==> config.mk <==
export PLATFORM = sky130hd
export DESIGN_NAME = profile_ci_flat
export DESIGN_NICKNAME = d
export VERILOG_FILES = /design/src/rtl/profile_pkg.sv /design/src/rtl/profile_ci_if.sv /design/src/rtl/profile_ci_counter.sv /design/src/rtl/profile_ci.sv /design/src/flat_wrapper.sv
export SDC_FILE = /design/constraint.sdc
export NUM_CORES = 1
export LEC_CHECK = 0
export CAP_MARGIN = 20
export CORE_ASPECT_RATIO = 1.25
export CORE_MARGIN = 5
export CORE_UTILIZATION = 65
export CTS_CLUSTER_DIAMETER = 120
export DETAILED_ROUTE_END_ITERATION = 8
export DONT_BUFFER_PORTS = 1
export GPL_TIMING_DRIVEN = 0
export PLACE_DENSITY = 0.89
export SLEW_MARGIN = 30
export SYNTH_ARGS = -nofsm -noshare
export SYNTH_HDL_FRONTEND = slang
export SYNTH_HIERARCHICAL = 1
export SYNTH_SLANG_ARGS = --single-unit
==> constraint.sdc <==
create_clock -name clock -period 7.95 [get_ports clock]
set_clock_uncertainty 0.05 [all_clocks]
set_input_delay 1.59 -clock clock [delete_from_list [all_inputs] [get_ports clock]]
set_output_delay 1.59 -clock clock [all_outputs]
set_load 0.05 [all_outputs]
==> src/rtl/profile_pkg.sv <==
// profile_pkg: counter indices, control-word field offsets and FSM states for profile_ci
package profile_pkg;
  localparam int CNT_CYCLES = 0;
  localparam int CNT_STALL = 1;
  localparam int CNT_IDLE = 2;
  localparam int CNT_BUSY = 3;
  localparam int EN_LSB = 0;
  localparam int DIS_LSB = 4;
  localparam int CLR_LSB = 8;
  typedef enum logic {IDLE, RESPOND} state_t;
endpackage

==> src/rtl/profile_ci_if.sv <==
// profile_ci_if: CPU custom-instruction request/response port
interface profile_ci_if;
  logic ciStart;
  logic ciCke;
  logic [7:0] ciN;
  logic [31:0] ciValueA;
  logic [31:0] ciValueB;
  logic ciDone;
  logic [31:0] ciResult;
  modport master (output ciStart, ciCke, ciN, ciValueA, ciValueB, input ciDone, ciResult);
  modport slave (input ciStart, ciCke, ciN, ciValueA, ciValueB, output ciDone, ciResult);
endinterface

==> src/rtl/profile_ci_counter.sv <==
// profile_ci_counter: up/down counter with sync reset and enable
module profile_ci_counter #(
  parameter int WIDTH = 32
) (
  input logic clk,
  input logic rst,
  input logic en,
  input logic up,
  output logic [WIDTH-1:0] value
);
  always_ff @(posedge clk)
    if (rst) value <= '0;
    else if (en) value <= up ? value + 1'b1 : value - 1'b1;
endmodule

==> src/rtl/profile_ci.sv <==
// profile_ci: custom-instruction front end for four profiling counters (PROFILE_SATURATE_EN: counters stick at all-ones)
module profile_ci
  import profile_pkg::*;
#(
  parameter logic [7:0] CUSTOM_ID = 8'd12,
  parameter int WIDTH = 32
) (
  input logic clock,
  input logic reset,
  input logic stall,
  input logic busIdle,
  profile_ci_if.slave ci
);
  state_t state, state_nxt;
  logic accept;
  logic [3:0] en_reg, clr, inc, cnt_en;
  logic [WIDTH-1:0] cnt [4];
  logic [31:0] res_q;
  logic unused_bits;
  assign unused_bits = ^{ci.ciValueA[31:2], ci.ciValueB[31:12]};
  always_comb begin
    accept = ci.ciStart & ci.ciCke & (ci.ciN == CUSTOM_ID) & (state == IDLE);
    state_nxt = accept ? RESPOND : IDLE;
    clr = accept ? ci.ciValueB[CLR_LSB +: 4] : 4'b0;
    inc[CNT_CYCLES] = en_reg[CNT_CYCLES];
    inc[CNT_STALL] = en_reg[CNT_STALL] & stall;
    inc[CNT_IDLE] = en_reg[CNT_IDLE] & busIdle;
    inc[CNT_BUSY] = en_reg[CNT_BUSY] & ~stall & ~busIdle;
  end
  always_ff @(posedge clock)
    if (reset) begin
      state <= IDLE;
      en_reg <= '0;
      res_q <= '0;
    end else begin
      state <= state_nxt;
      res_q <= accept ? 32'(cnt[ci.ciValueA[1:0]]) : '0;
      if (accept) en_reg <= (en_reg | ci.ciValueB[EN_LSB +: 4]) & ~ci.ciValueB[DIS_LSB +: 4];
    end
  // reset gates the outputs so a response cut short by reset never shows a done pulse
  assign ci.ciDone = (state == RESPOND) & ~reset;
  assign ci.ciResult = reset ? '0 : res_q;
  for (genvar i = 0; i < 4; i++) begin : g_cnt
`ifdef PROFILE_SATURATE_EN
    assign cnt_en[i] = inc[i] & (cnt[i] != '1);
`else
    assign cnt_en[i] = inc[i];
`endif
    profile_ci_counter #(.WIDTH(WIDTH)) u_cnt (
      .clk(clock),
      .rst(reset | clr[i]),
      .en(cnt_en[i]),
      .up(1'b1),
      .value(cnt[i])
    );
  end
endmodule

==> src/flat_wrapper.sv <==
// flat-port wrapper written by rule: the top's interface ports become plain ports
module profile_ci_flat import profile_pkg::*;
#(
  parameter logic [7:0] CUSTOM_ID = 8'd12,
  parameter int WIDTH = 32
)
  (clock, reset, stall, busIdle, ci_ciStart, ci_ciCke, ci_ciN, ci_ciValueA, ci_ciValueB, ci_ciDone, ci_ciResult);
  profile_ci_if ci_i ();
  input logic clock;
  input logic reset;
  input logic stall;
  input logic busIdle;
  input wire logic [$bits(ci_i.ciStart)-1:0] ci_ciStart;
  input wire logic [$bits(ci_i.ciCke)-1:0] ci_ciCke;
  input wire logic [$bits(ci_i.ciN)-1:0] ci_ciN;
  input wire logic [$bits(ci_i.ciValueA)-1:0] ci_ciValueA;
  input wire logic [$bits(ci_i.ciValueB)-1:0] ci_ciValueB;
  output wire logic [$bits(ci_i.ciDone)-1:0] ci_ciDone;
  output wire logic [$bits(ci_i.ciResult)-1:0] ci_ciResult;
  assign ci_i.ciStart = ci_ciStart;
  assign ci_i.ciCke = ci_ciCke;
  assign ci_i.ciN = ci_ciN;
  assign ci_i.ciValueA = ci_ciValueA;
  assign ci_i.ciValueB = ci_ciValueB;
  assign ci_ciDone = ci_i.ciDone;
  assign ci_ciResult = ci_i.ciResult;
  profile_ci #(.CUSTOM_ID(CUSTOM_ID), .WIDTH(WIDTH)) u_core (.clock(clock), .reset(reset), .stall(stall), .busIdle(busIdle), .ci(ci_i));
endmodule
Word-level counts from Yosys, hierarchy flattened --
Index checks and enable logic that the tools add are counted.
Storage, ports and cells: register bits 165, logic and storage cells 41, input bits 78, output and inout port bits 33
Cells by class: order comparisons 1, equal/unequal tests 1, reductions and logical operators 1, bitwise gates (word level) 21, $add $sub $neg 4, multiplexer cells 6
Operators with widths (count):
- adder 32 x 1 -> 32 bit (second input constant) | 4
- 2-to-1 mux 32 bit | 3
- binary-select mux 32 bit (select 2 bit) | 1
- bitwise AND 1 bit | 8
- == test 8 x 4 -> 1 bit (second input constant) | 1
- NOT 1 bit | 5
- bitwise AND 4 bit | 1
- 2-to-1 mux 4 bit | 1
- NOT 4 bit | 1
- bitwise OR 1 bit | 4
- bitwise OR 4 bit | 1
- greater-or-equal comparator 3 bit (second input constant) | 1
- NOT 2 -> 3 bit | 1
- OR reduction 2 bit | 1
- 2-to-1 mux 1 bit | 1

Longest topological paths before layout --
depth in word-level cells 5, mapped depth 12

By module --
The synthesis kept the hierarchy.
By module, submodules not included:
- profile_ci_counter at u_core.g_cnt[1].u_cnt ... | cells each 351, instances 3, area an instance 2860.2 sq um
- profile_ci_counter at u_core.g_cnt[0].u_cnt | cells each 348, instances 1, area an instance 2822.7 sq um
- profile_ci | cells each 185, instances 1, area an instance 2467.4 sq um

Least setup slack after synthesis --
No wires, ideal clock.
kind input to output, start point in reset, end point out ci_ciResult[0], cell stages on the path 3, setup slack 3659 ps, path buffers 2, data required time 6310 ps, arrival time 2651 ps, path through buf_2 -> clkbuf_1 -> nor2b_1
On the way: cells in the longest elaborated chain, start to end 1
Ends and longest elaborated chain:
- start: declaration | RTL line flat_wrapper.sv:10 | input logic reset;
- 2-to-1 mux 32 bit | RTL line profile_ci.sv:42 | assign ci.ciResult = reset ? '0 : res_q;
- end: declaration | RTL line flat_wrapper.sv:19 | output wire logic [$bits(ci_i.ciResult)-1:0] ci_ciResult;
No other way between the ends.

Worst setup path in the final report --
start point in reset, end point out ci_ciResult[5]
The elaborated chain is that of the path after synthesis.

==> results.ini <==
[status]
outcome=completed

[clocking]
cts_buffers=17
clkTransAtPathRegs_ns=0.07
cts_root_buf=clkbuf_16
cts.htree.levels=4
cts_resized=0
clock-sinks=165
cts_buffer_depth=2
cts_tree=built
insertion_delay_ns=0.44
cts_hold_buffers=0
post-cts-setup-buffers=0

[power]
switching_power_uw=482.8
combinationalPowerShare_pct=10.6
power_frac_clock_pct=46.1
p_total_mw=1.908
intPower_mw=1.426
vdd.ir_drop.worst_mv=0.1655
seqPwrFrac_pct=43.3
power_leakage_nw=5.707
powerDensity_nw_per_um2=128.2
swShare_pct=25.30

[route]
antenna_left=0
drt-pass1-iter-count=8
num_vias=12890
detail_route.wl_per_cell_um=21.44
route.detailed.drc=0
avgViaCountPerCell=6.758
drt_iter0_markers=1371
routed_wl_mm=40.88

[setup_path]
path_cells=buf_2, clkbuf_1, nor2b_1
timing.rr.end=u_core/g_cnt[0].u_cnt/value[20]
max_stage_delay_ns=0.90
critPathSlowestCell=nor2b_1
cp.arrival_ns=3.02
r2r_cells=11
endpoint_kind=output port
reg2reg_from=u_core/g_cnt[0].u_cnt/value[0]
timing_worst_setup_path_type=in -> out
r2r_setup_slack_ns=4.71
crit_path_end=ci_ciResult[5]
crit_fanout=10
crit_path_start=reset
cp-start-kind=primary input
critPathRequiredTime_ns=6.31

[layout]
finalNonFillerCells=1907
fill_cells=1573
register_area_um2=3303
area_growth_pct=7.343
largest_register_ffs=128
stdcell_area_um2=14890
layout-drive-gt1-share_pct=10.78
final_util_pct=71.27
multi_input_area_um2=10030
nets=1821

[synth]
synthArstFlopShare_pct=0
yosysUniqueCellTypes=84
syn_area_per_cell_um2=8.746
synth_mux_area_share_pct=10.99
synth_simple_gate_area_share_pct=21.93
synth_top_flop_cell=dfxtp_1
synth_top_family_by_area=simple AND/OR/NAND/NOR gates
yosysSeqAreaShare_pct=23.81
synth_edf_count=0
synth_xor_area_share_pct=5.935
yosys.area_share.adder_pct=11.40
synth_area_um2=13870
yosys_warnings=6
synth_compound_area_share_pct=21.59
ys_ff_latch=165
syn_inst=1586

[sta]
setup-tns-final_ns=0
slew_headroom_pct=31.51
min_period_ns=4.658
hold_violations=0
finalSetupViolations=0
slew_violations=0
fin_ws_ns=3.292
fin_crit_sh_pct=58.59
rsz0062_at_grt=false
fmaxAchievable_mhz=214.7
tightest_slew_ns=1.025
whs_ns=0.4240

[global_routing]
grt.total_usage_pct=32.57
antenna_found_initial=5
grt_overflow=0
grt_first_pass_wirelength_mm=64.45
grt_pass1_vias=12270
grt_max_degree=32

[placed_design]
gp_congestion=0.9818
hpwlAfterDp_mm=31.25
dp.cells=1874
numPortBuffers=0
dp_slack_ns=3.290
post_dp_cell_area_um2=14270

[floorplan]
die_height_um=173.3
initial_core_util_pct=66.40
core_um2=20890
fp.dieArea_um2=24380
die_w_um=140.7
num_rows=59
ioPinCount=111

[min_path]
hold_path.class=reg -> reg

[flow_run]
max_cap_viol_count=0

[Yosys cell counts, types with 14 or more instances]
cell type,n,share of area (%)
dfxtp_1,165,24
nor2_1,152,4.1
a21oi_1,132,4.8
ha_1,120,11
nand2_1,100,2.7
mux2i_1,75,5.4
xnor2_1,68,4.3
inv_1,63,1.7
o21ai_0,62,2.2
nor2b_1,49,2.2
clkbuf_1,33,0.89
mux4_2,30,4.9
nor3b_2,30,2.7
xor2_1,26,1.6
nand2b_1,25,1.1
a21o_1,23,1.2
nand4b_1,23,1.5
a31oi_1,22,0.99
or4b_1,22,1.6
o21a_1,21,1.1
nand4_1,20,0.90
nand3_1,16,0.58
nor3_1,16,0.58
buf_1,14,0.38
o21bai_1,14,0.76
o22ai_1,14,0.63
[power groups by stage]
| stage | logic, mW | registers (mW) | clock network [mW] |
|---|---|---|---|
| after global placement | 0.185 | 0.846 | 0 |
| after floorplan | 0.155 | 0.845 | 0 |
| after CTS | 0.192 | 0.827 | 0.887 |
| after global routing | 0.219 | 0.826 | 0.924 |
| final | 0.201 | 0.827 | 0.880 |
| after detailed placement | 0.190 | 0.846 | 0 |
[cell usage in the layout, fill, tap and decap left out, types with 15 or more instances in the layout]
cell and instances:
a21o_1 23, a21oi_1 132, a31oi_1 22, clkbuf_1 38, clkbuf_16 17, conb_1 15, dfxtp_1 165, ha_1 120
inv_1 63, mux2i_1 75, mux4_2 30, nand2_1 100, nand2b_1 25, nand3_1 16, nand4_1 20, nand4b_1 23
nor2_1 152, nor2b_1 49, nor3_1 15, nor3b_2 30, o21a_1 21, o21ai_0 62, or4b_1 22, xnor2_1 68
xor2_1 26
[worst min-delay path by stage]
stage	startpoint	end	slack (ns)	depth (start not counted)
floorplan	u_core/g_cnt[0].u_cnt/value[26]	u_core/g_cnt[0].u_cnt/value[26]	0.39	2
global placement	u_core/en_reg[1]	u_core/en_reg[1]	0.41	2
detailed placement	u_core/en_reg[2]	u_core/en_reg[2]	0.42	2
CTS	u_core/en_reg[2]	u_core/en_reg[2]	0.42	2
global route	u_core/en_reg[2]	u_core/en_reg[2]	0.45	2
finish	u_core/en_reg[2]	u_core/en_reg[2]	0.42	2
[routing by layer]
| layer | GRT usage, % | wire [µm] | share of wire [%] | up-vias |
|---|---|---|---|---|
| met5 | 0 | 55 | 0.13 | - |
| met4 | 17.53 | 2505 | 6.1 | 8 |
| met3 | 8.913 | 3545 | 8.7 | 173 |
| met2 | 54.19 | 19110 | 47 | 653 |
| met1 | 37.90 | 15670 | 38 | 6084 |
| li1 | - | - | - | 5970 |
[cell families (layout without fill, tap and decap cells)]
logic type / Yosys count / in the layout
flip-flops: 165 / 165
buffers and inverters: 132 / 164
adder cells (fa/ha/maj): 124 / 124
other: 1 / 16
AND/OR/NAND/NOR: 521 / 521
AO/OA/AOI/OAI: 438 / 438
multiplexers: 111 / 111
XOR/XNOR: 94 / 94
[critical path: cells and delay by family]
| family | cells | cell delay (ns) |
|---|---|---|
| buffers and inverters | 2 | 0.53 |
| AND/OR/NAND/NOR | 1 | 0.90 |
[layout make-up]
cell class,count,share of cell area [%]
Sequential cell,165,22.18
Clock inverter,10,1.151
Clock buffer,22,2.983
Inverter,63,1.588
Multi-Input combinational cell,1303,67.34
Antenna cell,1,0.01681
Buffer,69,2.429
Tap cell,274,2.303
Power figures use the tool's default switching activity.
==> RTL edit 1: new RTL, same settings <==
Take the reset off `res_q` and load it in a clocked block of its own.
--- a/src/rtl/profile_ci.sv
+++ b/src/rtl/profile_ci.sv
@@ -31,12 +31,14 @@
     if (reset) begin
       state <= IDLE;
       en_reg <= '0;
-      res_q <= '0;
     end else begin
       state <= state_nxt;
-      res_q <= accept ? 32'(cnt[ci.ciValueA[1:0]]) : '0;
       if (accept) en_reg <= (en_reg | ci.ciValueB[EN_LSB +: 4]) & ~ci.ciValueB[DIS_LSB +: 4];
     end
+
+  always_ff @(posedge clock) begin
+    res_q <= accept ? 32'(cnt[ci.ciValueA[1:0]]) : '0;
+  end
   // reset gates the outputs so a response cut short by reset never shows a done pulse
   assign ci.ciDone = (state == RESPOND) & ~reset;
   assign ci.ciResult = reset ? '0 : res_q;
Function: differs if reset is asserted again (counterexample within 4 cycles, from zero or initial values and one cycle with reset high); with reset held inactive, the same outputs for 4 cycles.
==> RTL edit 1 against the original RTL <==
- largest cell class unchanged
- setup slack gained 0.13 ns
- global-route usage shrank 0.82 points
- routed wire length shrank 4.9%
- cell area shrank 2.2%
- total power shrank 4.7%
- sequential power is essentially flat
- register-to-register slack gained 0.08 ns
- sequential cell count is the same
- synthesized area shrank 2.0%
==> RTL edit 1: results (changes against the original RTL) <==
| Metric | Value |
|---|---|
| Leak Pwr | 5.75 nW (+0.84%) |
| GP Congestion | 0.934 (-4.9%) |
| Crit path to | ci_ciResult[18] |
| Worst R2R Setup Slack | 4.79 ns (+0.08 ns) |
| Most area-consuming cells after synthesis | dfxtp_1 (24%), ha_1 (11%), mux2i_1 (5.5%), mux4_2 (5.0%), a21oi_1 (4.9%) |
| Global-route wire length before repair | 61.3 mm (-4.9%) |
| Sequential fraction of the synthesis area | 0.243 (+0.00491) |
| WHS Endpoint | u_core/g_cnt[3].u_cnt/value[20]$_SDFFE_PP0P_ |
| Slew HR | 0.341 (+0.0256) |
| Synth cell types | 80 (-4.8%) |
| Status | finished clean |
| Min Hold Slack | 0.464 ns (+0.0400 ns) |
| WL final | 38.9 mm (-4.9%) |
| Initial antenna violation count | 0 (-5) |
| GRT Util Overall | 0.318 (-0.00820) |
| Placement Setup Slack | 3.45 ns (+0.159 ns) |
| VDD IR max | 0.000117 V (-29%) |
| Layout cells sized above 1 | 0.0886 (-0.0193) |
| Routed vias/inst | 6.58 (-2.6%) |
| Dpl hpwl | 30.7 mm (-1.9%) |
| Fin crit share | 0.569 (-0.0166) |
| DR pass1 iterations | 6 (-2) |
| Initial DRC Count | 1169 (-15%) |
| Final #Nets | 1815 (-0.33%) |
| Vias in the first global route | 11800 (-3.8%) |
==> RTL edit 1: layout make-up <==
type	instances	area [µm²]
fillers	1665	6180
clock buffers	18	439
multi-input cells	1305	9810
plain buffers	64	308
clock inverters	14	128
flip-flops and latches	165	3300
inverters	60	225
well taps	274	343
==> RTL edit 1: through the flow <==
| stage | utilization | instance area [µm²] | power (mW) | std cells |
|---|---|---|---|---|
| final | 0.702 | 14600 | 1.82 | 1900 |
| after global routing | 0.702 | 14600 | 1.88 | 1900 |
| after CTS | 0.702 | 14600 | 1.81 | 1900 |
| after detailed placement | 0.674 | 14000 | 1.03 | 1868 |
| after global placement | 0.674 | 14000 | 1.02 | 1868 |
| after floorplan | - | 13600 | 0.993 | 1594 |
==> RTL edit 1: logic make-up (layout without fill, tap and decap cells) <==
kind of cell,count (synthesis),count (layout),synth area share
AO/OA/AOI/OAI,438,438,0.218
multiplexers,111,111,0.112
XOR/XNOR,94,94,0.0606
buffers and inverters,124,156,0.0392
flip-flops,165,165,0.243
AND/OR/NAND/NOR,523,523,0.211
other,1,15,0.000276
adder cells (fa/ha/maj),124,124,0.116
==> RTL edit 1: per-layer routing <==
metal / global-route usage / routed length, µm
met5: 0 / 0
met4: 0.112 / 1280
met3: 0.0364 / 2270
met2: 0.582 / 19500
met1: 0.386 / 15900
==> RTL edit 1: power breakdown <==
group | switching, mW | leakage (nW) | internal (mW) | total, mW
clock network | 0.357 | 0.269 | 0.442 | 0.799
registers | 0.000122 | 1.33 | 0.826 | 0.826
logic | 0.126 | 4.16 | 0.0675 | 0.193
==> RTL edit 2: new RTL, same flow settings <==
Without the edit above. Add a define of `PROFILE_SATURATE_EN`.
--- a/src/rtl/profile_ci.sv
+++ b/src/rtl/profile_ci.sv
@@ -1,4 +1,6 @@
 // profile_ci: custom-instruction front end for four profiling counters (PROFILE_SATURATE_EN: counters stick at all-ones)
+`define PROFILE_SATURATE_EN
+
 module profile_ci
   import profile_pkg::*;
 #(
Check against the original RTL: no difference found for any inputs over 4 cycles, from zero or initial values and one cycle with reset high; that may be too few to reach the edited logic, so the function may still have changed.
==> RTL edit 2 against the original RTL <==
- clock power down 1%
- sequential cell count is the same
- via count is 6.3% higher
- die area increased by 1.8%
- largest cell class unchanged
- total power down 0.56%
- global-route usage rose by 1.6 points
- non-clock buffer count did not move
- sequential share of layout area shrank 0.38 points
- routed wire length is 7.3% higher
- setup slack better by 0.22 ns
- cell area grew 1.7%
- synthesized area up 1.9%
==> RTL edit 2: results (changes against the original RTL) <==
| Metric | Value |
|---|---|
| Vias in the first global route | 13100 (+7.0%) |
| WL final | 43.8 mm (+7.3%) |
| Met2 Wirelength | 20.4 mm (+6.6%) |
| Resize count post-CTS | 0 (unchanged) |
| Family with the most delay on the worst path | simple AND/OR/NAND/NOR gates |
| Min Hold Slack | 0.446 ns (+0.0224 ns) |
| Hold buffers post-CTS | 0 (unchanged) |
| WL met1 | 15.9 mm (+1.4%) |
| GP Congestion | 1.01 (+2.7%) |
| Placed insts | 1922 (+2.6%) |
| Clock buffer depth | 2 (unchanged) |
| ANT cells | 0 (-1) |
| CP max stage delay | 0.77 ns (-0.13 ns) |
| CP Max Fanout | 10 (unchanged) |
| DR pass1 iterations | 8 (unchanged) |
| Setup bufs post-CTS | 0 (unchanged) |
| Max reg flops | 128 (unchanged) |
| Worst R2R Setup Slack | 4.71 ns (about the same) |
| Initial antenna violation count | 0 (-5) |
| GRT Util Overall | 0.341 (+0.0157) |
| Grt met3 use | 0.0868 (-0.00235) |
| CP arrival | 2.80 ns (-0.22 ns) |
| Clock slew seen by the registers of the worst setup and hold paths | 0.07 ns (about the same) |
| Layout cells sized above 1 | 0.106 (-0.00211) |
| Clk_lat worst skew | 0.44 ns (about the same) |
| Synth warn | 6 (unchanged) |
| I/O Buffers | 0 (unchanged) |
| Largest net degree at the start of global routing | 32 (unchanged) |
| Dpl hpwl | 32.8 mm (+5.0%) |
| Global-route wire length before repair | 68.2 mm (+5.8%) |
| GR Util met1 | 0.387 (+0.00753) |
| Placement Setup Slack | 3.52 ns (+0.225 ns) |
| Routed vias/inst | 7.02 (+3.8%) |
| Fill cells | 1566 (-0.45%) |
| Initial DRC Count | 1870 (+36%) |
| Mapped Avg Cell Area | 8.68 µm² (-0.79%) |
| WL met3 | 4.28 mm (+21%) |
| Slew HR | 0.296 (-0.0192) |
| Synth cell types | 85 (+1.2%) |
| Async S/R FF share, synth | 0 (unchanged) |
| Sequential fraction of the synthesis area | 0.234 (-0.00445) |
| # H-tree levels | 4 (unchanged) |
| Top post-synthesis cells by count | dfxtp_1 (165), nor2_1 (152), a21oi_1 (135) |
| VDD IR max | 0.000153 V (-7.5%) |
| M2 GR Usage | 0.565 (+0.0231) |
| Root Buffer | clkbuf_16 |
| CTS buffer count | 17 (unchanged) |
| Worst path slowest cell | nor2b_1 |
| Worst min path class | reg -> reg |
| Most area-consuming cells after synthesis | dfxtp_1 (23%), ha_1 (11%), mux2i_1 (5.3%), a21oi_1 (4.8%), mux4_2 (4.8%) |
| Highest routed layer | met4 |
| Finished Layout Cells | 1953 (+2.4%) |
| Post-DP Area | 14500 µm² (+1.9%) |
| Leak Pwr | 5.71 nW (about the same) |
| Status | finished clean |
| Synth Flop Type | dfxtp_1 |
## RTL edit 2: cell types whose count changed after synthesis
cell       delta
and2_1        -2
a21oi_1       +3
nor4_1        +8
nor3_1        -1
nand4_1      +32
a2111oi_0     +1
nand2_1       +2
## RTL edit 2: cells by family (layout without fill, tap and decap cells)
| kind of cell | after synthesis | in the layout | share of synthesized area |
|---|---|---|---|
| AOI/OAI and AO/OA | 442 | 442 | 0.214 |
| adders and majority gates | 124 | 124 | 0.112 |
| DFF | 165 | 165 | 0.234 |
| xor gates and xnor gates | 94 | 94 | 0.0582 |
| buffers and inverters | 132 | 163 | 0.0423 |
| and+or+nand+nor | 560 | 560 | 0.232 |
| other | 1 | 15 | 0.000265 |
| muxes | 111 | 111 | 0.108 |
## RTL edit 2: final timing paths
kind / from / to / cells after the start
min reg2reg: u_core/en_reg[2]$_SDFFE_PP0N_ / u_core/en_reg[2]$_SDFFE_PP0N_ / 2
max: reset / ci_ciResult[5] / 3
max reg2reg: u_core/g_cnt[0].u_cnt/value[0]$_SDFFE_PP0P_ / u_core/g_cnt[0].u_cnt/value[20]$_SDFFE_PP0P_ / 11
min: u_core/en_reg[2]$_SDFFE_PP0N_ / u_core/en_reg[2]$_SDFFE_PP0N_ / 2
## RTL edit 2: report_power, final
group / switching [mW] / internal, mW
Combinational: 0.133 / 0.0698
Sequential: 0.000369 / 0.827
Clock: 0.354 / 0.514
## RTL edit 2: layout make-up
type / instances / area, µm² / area share
buffer: 69 / 362 / 0.0239
clock buffer: 22 / 464 / 0.0306
clock inverter: 9 / 143 / 0.00942
inverter: 63 / 236 / 0.0156
multi-input combinational: 1346 / 10300 / 0.679
sequential: 165 / 3300 / 0.218
tap: 279 / 349 / 0.0230
